## config.mk

```make
export PLATFORM = sky130hd
export DESIGN_NAME = lns_mac_flat
export DESIGN_NICKNAME = d
export VERILOG_FILES = /design/src/rtl/lns_mac_if.sv /design/src/rtl/lns_mac.sv /design/src/flat_wrapper.sv
export SDC_FILE = /design/constraint.sdc
export NUM_CORES = 1
export LEC_CHECK = 0
export ABC_AREA = 1
export CORE_MARGIN = 2
export CORE_UTILIZATION = 55
export DETAILED_ROUTE_END_ITERATION = 10
export DONT_BUFFER_PORTS = 1
export PLACE_DENSITY = 0.68
export SLEW_MARGIN = 5
export SYNTH_ARGS = -nofsm -noshare
export SYNTH_HDL_FRONTEND = slang
export SYNTH_SLANG_ARGS = --single-unit
export TNS_END_PERCENT = 20
```

## constraint.sdc

```tcl
create_clock -name clk -period 7.4 [get_ports clk]
set_input_delay 0.74 -clock clk [delete_from_list [all_inputs] [get_ports clk]]
set_output_delay 0.74 -clock clk [all_outputs]
set_load 0.05 [all_outputs]
```

## src/rtl/lns_mac_if.sv

```systemverilog
// Operand-stream and result-sink handshake bundle for lns_mac.
// The master modport is the streamer/sink side and the slave modport is the MAC side.
interface lns_mac_if #(
    parameter int IN_BITS  = 8,
    parameter int OUT_BITS = 23
);
    logic                data_in_valid;
    logic                data_in_enable;
    logic [IN_BITS:0]    data_in_x;
    logic [IN_BITS:0]    data_in_y;
    logic                data_in_x_nat_sign;
    logic                data_in_y_nat_sign;
    logic                data_in_nat;
    logic                data_out_nat;
    logic                data_out_enable;
    logic                data_out_valid;
    logic [OUT_BITS:0]   data_out;

    modport master (
        output data_in_valid, data_in_x, data_in_y, data_in_x_nat_sign,
               data_in_y_nat_sign, data_in_nat, data_out_nat, data_out_enable,
        input  data_in_enable, data_out_valid, data_out
    );

    modport slave (
        input  data_in_valid, data_in_x, data_in_y, data_in_x_nat_sign,
               data_in_y_nat_sign, data_in_nat, data_out_nat, data_out_enable,
        output data_in_enable, data_out_valid, data_out
    );
endinterface

```

## src/rtl/lns_mac.sv

```systemverilog
// Single-lane LNS multiply-accumulate: Mitchell log, log-domain multiply, antilog, accumulate.
// Optional feature macro LNS_MAC_SAT_EN: saturating antilog/accumulate instead of wrap-around.
module lns_mac #(
    parameter int IN_BITS  = 8,
    parameter int OUT_BITS = 23,
    parameter int LOG_FRAC = 4
) (
    input  logic        clk,
    input  logic        rstn,
    input  logic        clr,
    lns_mac_if.slave    bus
);
    localparam int OP_W  = IN_BITS + 1;
    localparam int PL_W  = IN_BITS + 2;
    localparam int ACC_W = OUT_BITS + 1;
    localparam int K_W   = $clog2(ACC_W);
    localparam int ML_W  = K_W + LOG_FRAC;
    localparam int I_W   = PL_W - LOG_FRAC;
    localparam int SH_W  = I_W + 2;

    localparam logic [OP_W-1:0]  ZERO_CODE = {1'b1, {(OP_W-1){1'b0}}};
    localparam logic [ACC_W-1:0] ACC_MAX   = {1'b0, {(ACC_W-1){1'b1}}};
    localparam logic [ACC_W-1:0] ACC_MIN   = {1'b1, {(ACC_W-1){1'b0}}};
    localparam logic [ACC_W-1:0] ACC_ONE   = {{(ACC_W-1){1'b0}}, 1'b1};

    typedef enum logic [2:0] {
        ST_IDLE = 3'd0,
        ST_LOG  = 3'd1,
        ST_MUL  = 3'd2,
        ST_ACC  = 3'd3,
        ST_OUT  = 3'd4
    } state_t;

    // Mitchell approximation: leading-one index as integer part, the bits below it as fraction.
    function automatic logic [ML_W-1:0] mitchell_log(input logic [ACC_W-1:0] mag);
        logic [K_W-1:0]            k;
        logic [ACC_W-1:0]          rem;
        logic [ACC_W+LOG_FRAC-1:0] ext;
        k = {K_W{1'b0}};
        for (int i = 0; i < ACC_W; i++) begin
            k = mag[i] ? K_W'(i) : k;
        end
        rem = mag & ~(ACC_ONE << k);
        ext = {rem, {LOG_FRAC{1'b0}}} >> k;
        return {k, ext[LOG_FRAC-1:0]};
    endfunction

    state_t             state_r;
    logic               in_enable_r;
    logic               out_valid_r;
    logic [ACC_W-1:0]   data_out_r;
    logic [ACC_W-1:0]   acc_r;
    logic [OP_W-1:0]    op_x_r;
    logic [OP_W-1:0]    op_y_r;
    logic               nat_sign_x_r;
    logic               nat_sign_y_r;
    logic               in_nat_r;
    logic               out_nat_r;
    logic [OP_W-1:0]    log_x_r;
    logic [OP_W-1:0]    log_y_r;
    logic               sgn_x_r;
    logic               sgn_y_r;
    logic               zero_x_r;
    logic               zero_y_r;
    logic [PL_W-1:0]    prod_log_r;
    logic               prod_sgn_r;
    logic               prod_zero_r;

    logic [OP_W-1:0]    mag_x_s;
    logic [OP_W-1:0]    mag_y_s;
    logic [OP_W-1:0]    log_x_s;
    logic [OP_W-1:0]    log_y_s;
    logic               sgn_x_s;
    logic               sgn_y_s;
    logic               zero_x_s;
    logic               zero_y_s;
    logic [I_W-1:0]     int_s;
    logic [SH_W-1:0]    shift_s;
    logic [ACC_W-1:0]   mant_s;
    logic [ACC_W-1:0]   mag_s;
    logic [ACC_W-1:0]   term_s;
    logic [ACC_W-1:0]   acc_nxt_s;
    logic [ACC_W-1:0]   acc_mag_s;
    logic [ML_W-1:0]    acc_log_s;
    logic [ACC_W-1:0]   out_fmt_s;
`ifdef LNS_MAC_SAT_EN
    logic [ACC_W:0]     sum_s;
`endif

    assign bus.data_in_enable = in_enable_r;
    assign bus.data_out_valid = out_valid_r;
    assign bus.data_out       = data_out_r;

    // Operand decode: natural operands go through Mitchell, log operands pass straight through.
    always_comb begin
        mag_x_s = op_x_r[OP_W-1] ? ({OP_W{1'b0}} - op_x_r) : op_x_r;
        mag_y_s = op_y_r[OP_W-1] ? ({OP_W{1'b0}} - op_y_r) : op_y_r;
        if (in_nat_r) begin
            log_x_s  = OP_W'(mitchell_log(ACC_W'(mag_x_s)));
            log_y_s  = OP_W'(mitchell_log(ACC_W'(mag_y_s)));
            sgn_x_s  = op_x_r[OP_W-1];
            sgn_y_s  = op_y_r[OP_W-1];
            zero_x_s = (mag_x_s == {OP_W{1'b0}});
            zero_y_s = (mag_y_s == {OP_W{1'b0}});
        end else begin
            log_x_s  = op_x_r;
            log_y_s  = op_y_r;
            sgn_x_s  = nat_sign_x_r;
            sgn_y_s  = nat_sign_y_r;
            zero_x_s = (op_x_r == ZERO_CODE);
            zero_y_s = (op_y_r == ZERO_CODE);
        end
    end

    // Antilog of the product and the accumulator update.
    always_comb begin
        int_s   = prod_log_r[PL_W-1:LOG_FRAC];
        shift_s = {{2{int_s[I_W-1]}}, int_s} - SH_W'(LOG_FRAC);
        mant_s  = {{(ACC_W-LOG_FRAC-1){1'b0}}, 1'b1, prod_log_r[LOG_FRAC-1:0]};
        if (shift_s[SH_W-1]) begin
            mag_s = mant_s >> ({SH_W{1'b0}} - shift_s);
        end else begin
            mag_s = mant_s << shift_s;
        end
        if (prod_zero_r) begin
            term_s = {ACC_W{1'b0}};
        end
`ifdef LNS_MAC_SAT_EN
        else if ($signed(shift_s) >= $signed(SH_W'(OUT_BITS - LOG_FRAC))) begin
            term_s = prod_sgn_r ? ACC_MIN : ACC_MAX;
        end
`endif
        else if (prod_sgn_r) begin
            term_s = {ACC_W{1'b0}} - mag_s;
        end else begin
            term_s = mag_s;
        end
`ifdef LNS_MAC_SAT_EN
        sum_s = {acc_r[ACC_W-1], acc_r} + {term_s[ACC_W-1], term_s};
        if (sum_s[ACC_W] != sum_s[ACC_W-1]) begin
            acc_nxt_s = sum_s[ACC_W] ? ACC_MIN : ACC_MAX;
        end else begin
            acc_nxt_s = sum_s[ACC_W-1:0];
        end
`else
        acc_nxt_s = acc_r + term_s;
`endif
    end

    // Result formatting: linear accumulator, or sign plus Mitchell log of its magnitude.
    always_comb begin
        acc_mag_s = acc_r[ACC_W-1] ? ({ACC_W{1'b0}} - acc_r) : acc_r;
        acc_log_s = mitchell_log(acc_mag_s);
        if (out_nat_r) begin
            out_fmt_s = acc_r;
        end else if (acc_r == {ACC_W{1'b0}}) begin
            out_fmt_s = ACC_MIN;
        end else begin
            out_fmt_s = {acc_r[ACC_W-1], (ACC_W-1)'(acc_log_s)};
        end
    end

    // Control FSM and pipeline registers; clr overrides every state.
    always_ff @(posedge clk or negedge rstn) begin
        if (!rstn) begin
            state_r      <= ST_IDLE;
            in_enable_r  <= 1'b0;
            out_valid_r  <= 1'b0;
            data_out_r   <= {ACC_W{1'b0}};
            acc_r        <= {ACC_W{1'b0}};
            op_x_r       <= {OP_W{1'b0}};
            op_y_r       <= {OP_W{1'b0}};
            nat_sign_x_r <= 1'b0;
            nat_sign_y_r <= 1'b0;
            in_nat_r     <= 1'b0;
            out_nat_r    <= 1'b0;
            log_x_r      <= {OP_W{1'b0}};
            log_y_r      <= {OP_W{1'b0}};
            sgn_x_r      <= 1'b0;
            sgn_y_r      <= 1'b0;
            zero_x_r     <= 1'b0;
            zero_y_r     <= 1'b0;
            prod_log_r   <= {PL_W{1'b0}};
            prod_sgn_r   <= 1'b0;
            prod_zero_r  <= 1'b0;
        end else if (clr) begin
            state_r     <= ST_IDLE;
            in_enable_r <= 1'b0;
            out_valid_r <= 1'b0;
            data_out_r  <= {ACC_W{1'b0}};
            acc_r       <= {ACC_W{1'b0}};
        end else begin
            case (state_r)
                ST_IDLE: begin
                    if (bus.data_in_valid && in_enable_r) begin
                        op_x_r       <= bus.data_in_x;
                        op_y_r       <= bus.data_in_y;
                        nat_sign_x_r <= bus.data_in_x_nat_sign;
                        nat_sign_y_r <= bus.data_in_y_nat_sign;
                        in_nat_r     <= bus.data_in_nat;
                        out_nat_r    <= bus.data_out_nat;
                        in_enable_r  <= 1'b0;
                        state_r      <= ST_LOG;
                    end else begin
                        in_enable_r  <= 1'b1;
                    end
                end
                ST_LOG: begin
                    log_x_r  <= log_x_s;
                    log_y_r  <= log_y_s;
                    sgn_x_r  <= sgn_x_s;
                    sgn_y_r  <= sgn_y_s;
                    zero_x_r <= zero_x_s;
                    zero_y_r <= zero_y_s;
                    state_r  <= ST_MUL;
                end
                ST_MUL: begin
                    prod_log_r  <= {log_x_r[OP_W-1], log_x_r} + {log_y_r[OP_W-1], log_y_r};
                    prod_sgn_r  <= sgn_x_r ^ sgn_y_r;
                    prod_zero_r <= zero_x_r | zero_y_r;
                    state_r     <= ST_ACC;
                end
                ST_ACC: begin
                    acc_r   <= acc_nxt_s;
                    state_r <= ST_OUT;
                end
                ST_OUT: begin
                    // First OUT cycle latches the result; later cycles wait for the sink.
                    if (!out_valid_r) begin
                        data_out_r  <= out_fmt_s;
                        out_valid_r <= 1'b1;
                    end else if (bus.data_out_enable) begin
                        out_valid_r <= 1'b0;
                        in_enable_r <= 1'b1;
                        state_r     <= ST_IDLE;
                    end else begin
                        state_r     <= ST_OUT;
                    end
                end
                default: begin
                    state_r     <= ST_IDLE;
                    in_enable_r <= 1'b0;
                    out_valid_r <= 1'b0;
                end
            endcase
        end
    end
endmodule

```

## src/flat_wrapper.sv

```systemverilog
// flat-port wrapper written by rule: the top's interface ports become plain ports
module lns_mac_flat 
#(
    parameter int IN_BITS  = 8,
    parameter int OUT_BITS = 23,
    parameter int LOG_FRAC = 4
)
  (clk, rstn, clr, bus_data_in_valid, bus_data_in_x, bus_data_in_y, bus_data_in_x_nat_sign, bus_data_in_y_nat_sign, bus_data_in_nat, bus_data_out_nat, bus_data_out_enable, bus_data_in_enable, bus_data_out_valid, bus_data_out);
  lns_mac_if #(.IN_BITS(IN_BITS), .OUT_BITS(OUT_BITS)) bus_i ();
  input  logic clk;
  input  logic rstn;
  input  logic clr;
  input wire logic [$bits(bus_i.data_in_valid)-1:0] bus_data_in_valid;
  input wire logic [$bits(bus_i.data_in_x)-1:0] bus_data_in_x;
  input wire logic [$bits(bus_i.data_in_y)-1:0] bus_data_in_y;
  input wire logic [$bits(bus_i.data_in_x_nat_sign)-1:0] bus_data_in_x_nat_sign;
  input wire logic [$bits(bus_i.data_in_y_nat_sign)-1:0] bus_data_in_y_nat_sign;
  input wire logic [$bits(bus_i.data_in_nat)-1:0] bus_data_in_nat;
  input wire logic [$bits(bus_i.data_out_nat)-1:0] bus_data_out_nat;
  input wire logic [$bits(bus_i.data_out_enable)-1:0] bus_data_out_enable;
  output wire logic [$bits(bus_i.data_in_enable)-1:0] bus_data_in_enable;
  output wire logic [$bits(bus_i.data_out_valid)-1:0] bus_data_out_valid;
  output wire logic [$bits(bus_i.data_out)-1:0] bus_data_out;
  assign bus_i.data_in_valid = bus_data_in_valid;
  assign bus_i.data_in_x = bus_data_in_x;
  assign bus_i.data_in_y = bus_data_in_y;
  assign bus_i.data_in_x_nat_sign = bus_data_in_x_nat_sign;
  assign bus_i.data_in_y_nat_sign = bus_data_in_y_nat_sign;
  assign bus_i.data_in_nat = bus_data_in_nat;
  assign bus_i.data_out_nat = bus_data_out_nat;
  assign bus_i.data_out_enable = bus_data_out_enable;
  assign bus_data_in_enable = bus_i.data_in_enable;
  assign bus_data_out_valid = bus_i.data_out_valid;
  assign bus_data_out = bus_i.data_out;
  lns_mac #(.IN_BITS(IN_BITS), .OUT_BITS(OUT_BITS), .LOG_FRAC(LOG_FRAC)) u_core (.clk(clk), .rstn(rstn), .clr(clr), .bus(bus_i));
endmodule
```

==> results.toml <==
[route]
routed_wl_um = 27000
drc_errors = 0
vias_per_cell = 5.78
drt_iter0_markers = 701
drt-pass1-iter-count = 5
via_count = 9437
avgRoutedWirePerCell_um = 16.6
ant_nets = 0

[synth]
yosys_warnings = 0
mappedNetlistNets = 1495
avgSynthCellArea_um2 = 6.76
syn_inst = 1426
synth-seq-cells = 109
synth_ff_type = "dfrtp_1"
synth_top_area_cell = "dfrtp_1"
synth_area_leaders = "dfrtp_1 (28%), nand2_1 (12%), inv_1 (6.9%)"
yosysUniqueCellTypes = 66
synth-edff-count = 0
yosys.area.top_type_share_pct = 28.3
synth-seq-area-share_pct = 28.3
syn_area_mm2 = 0.00963
async_reset_ff_share_pct = 100

[grt]
grt_max_degree = 110
gr-usage-all-layers_pct = 29.5
grt_pass1_vias = 8532
antenna_found_initial = 0
grt_first_pass_wirelength_um = 43200
grt_remaining_overflow = 0

[cts]
clk_transition_reported_paths_ns = 0.08
post-cts-setup-buffers = 0
postCtsHoldBufs = 0
tritoncts = "built"
root_buffer = "clkbuf_16"
cts_buffers = 9
ctsResizeCount = 0
cts_htree_levels = 3
cts_num_sinks = 109
clock_path_buffers = 2
worstSkewPairLatency_ns = 0.36

[timing]
worst_pin_slew_ns = 1.00
slew_violations = 0
skew_ns = 0.00779
max_freq_mhz = 159
final-setup-viol-count = 0
fin_crit_sh_pct = 84.8
timing_hold_violations_final = 0
timing.slew.headroom_pct = 33.3
setup-tns-final_ns = 0
min_period_ns = 6.28
rsz0062_at_grt = "no"

[setup_path]
worstPathArrival_ns = 6.53
rrSetupSlack_ns = 1.12
start_kind = "flip-flop"
cp_common_cell = "nand2_1"
path_class = "flip-flop to flip-flop"
critical-path-max-stage-delay_ns = 0.59
cp_max_fo = 12
crit_path_end_kind = "flip-flop"
crit_slowest_cell = "dfrtp_1"
required_ns = 7.65

[placed_design]
portBuffers = 0
hpwl_um = 20800
routabilityCongestion = 0.943

[finish]
nets = 1471
syn2layout_area_growth_pct = 4.57
layout_common_cells = "nand2_1 (297), inv_1 (177), nor2_1 (166), o21ai_0 (121), dfrtp_1 (109)"
fill_cells = 1702
layout_commonest_cell = "nand2_1"
antenna_cells = 0
drive_above_1_share_pct = 7.82

[worst_hold_path]
hp-class = "input pin to async pin"

[flow_run]
maxCapViolCount = 0

[floorplan]
core_area_mm2 = 0.0172
dieWidth_um = 136
die_h_um = 136
floorplan.initialDensity_pct = 55.9
rows = 48
ioPinCount = 53
die_area_mm2 = 0.0186

[outcome]
outcome = "complete, no violations"
[worst paths after layout]
check                                               end            startpoint  depth (start not counted)
worst min register to register     u_core.prod_log_r[7]  u_core.prod_log_r[7]                          2
min in group clk                       u_core.acc_r[10]                   clr                          1
worst min-delay path            u_core.bus.data_out[10]                  rstn                          0
worst max-delay path                   u_core.acc_r[22]  u_core.prod_log_r[6]                         47
max in group asynchronous       u_core.bus.data_out[18]                  rstn                          0
worst max register to register         u_core.acc_r[22]  u_core.prod_log_r[6]                         47
[logic make-up after synthesis]
family,Yosys count,synth area share [%]
AO/OA/AOI/OAI,350,21.5
XOR/XNOR,36,3.70
adder cells (fa/ha/maj),42,5.61
buffers and inverters,244,10.1
flip-flops,109,28.3
multiplexers,8,0.922
AND/OR/NAND/NOR,637,29.9
[final cells by class]
type	instances	area, um^2	share of cell area (%)
clock buffers	10	239	2.37
clock inverters	6	81.3	0.807
repair buffers	5	37.5	0.373
multi-input cells	1073	5940	58.9
inverters	204	769	7.64
well taps	225	282	2.79
flip-flops and latches	109	2730	27.1
[worst max-delay path, delay by kind of cell, from the launching register on]
kind / cells / cell delay [ns]
AOI/OAI and AO/OA: 11 / 1.46
adders and majority gates: 3 / 0.95
buffers and inverters: 7 / 0.67
DFF: 1 / 0.59
and+or+nand+nor: 26 / 2.49
[through the flow]
stage	instance area (um^2)	setup slack (ns)	hold WS, ns	instances	utilization (%)
floorplan	9630	2.10	0.444	1426	-
global placement	9750	1.38	0.446	1616	56.6
detailed placement	9750	1.17	0.447	1616	56.6
CTS	10100	1.16	0.0502	1632	58.4
global route	10100	0.293	0.0410	1632	58.4
finish	10100	1.12	0.0640	1632	58.4
[metal layers]
| layer | vias up | wire length (um) | global-route usage, % |
|---|---|---|---|
| li1 | 4719 | - | - |
| met1 | 4410 | 12000 | 37.9 |
| met2 | 249 | 13100 | 50.4 |
| met3 | 59 | 1110 | 3.80 |
| met4 | 0 | 852 | 11.6 |
| met5 | - | 0 | 0 |
[state kept, by name, indices dropped and copies added, names as in the netlist, 3 cells and up]
name / count
u_core.state_r: 3
u_core.log_y_r: 9
u_core.acc_r: 24
u_core.op_x_r: 9
u_core.prod_log_r: 10
u_core.op_y_r: 9
u_core.bus.data_out: 24
u_core.log_x_r: 9
[synth_stat cells, drive strengths merged, types with 3 or more instances]
cell type	number
xor2	32
nand3b	3
a32o	16
buf	14
o211ai	12
o41ai	3
a22oi	8
and3	3
nand4	17
nor3	30
inv	198
clkbuf	26
xnor2	4
o21bai	3
nand2	313
nand3	74
ha	40
a21oi	108
o22ai	19
a41oi	3
dfrtp	109
a31oi	3
a211oi	4
nor4	6
o31ai	15
nor2	186
or2	3
mux2	7
clkinv	6
o2111ai	3
o21ai	140
Power is not shown: default switching activity piles up to over one toggle a cycle in this logic, so the estimate is an artifact.
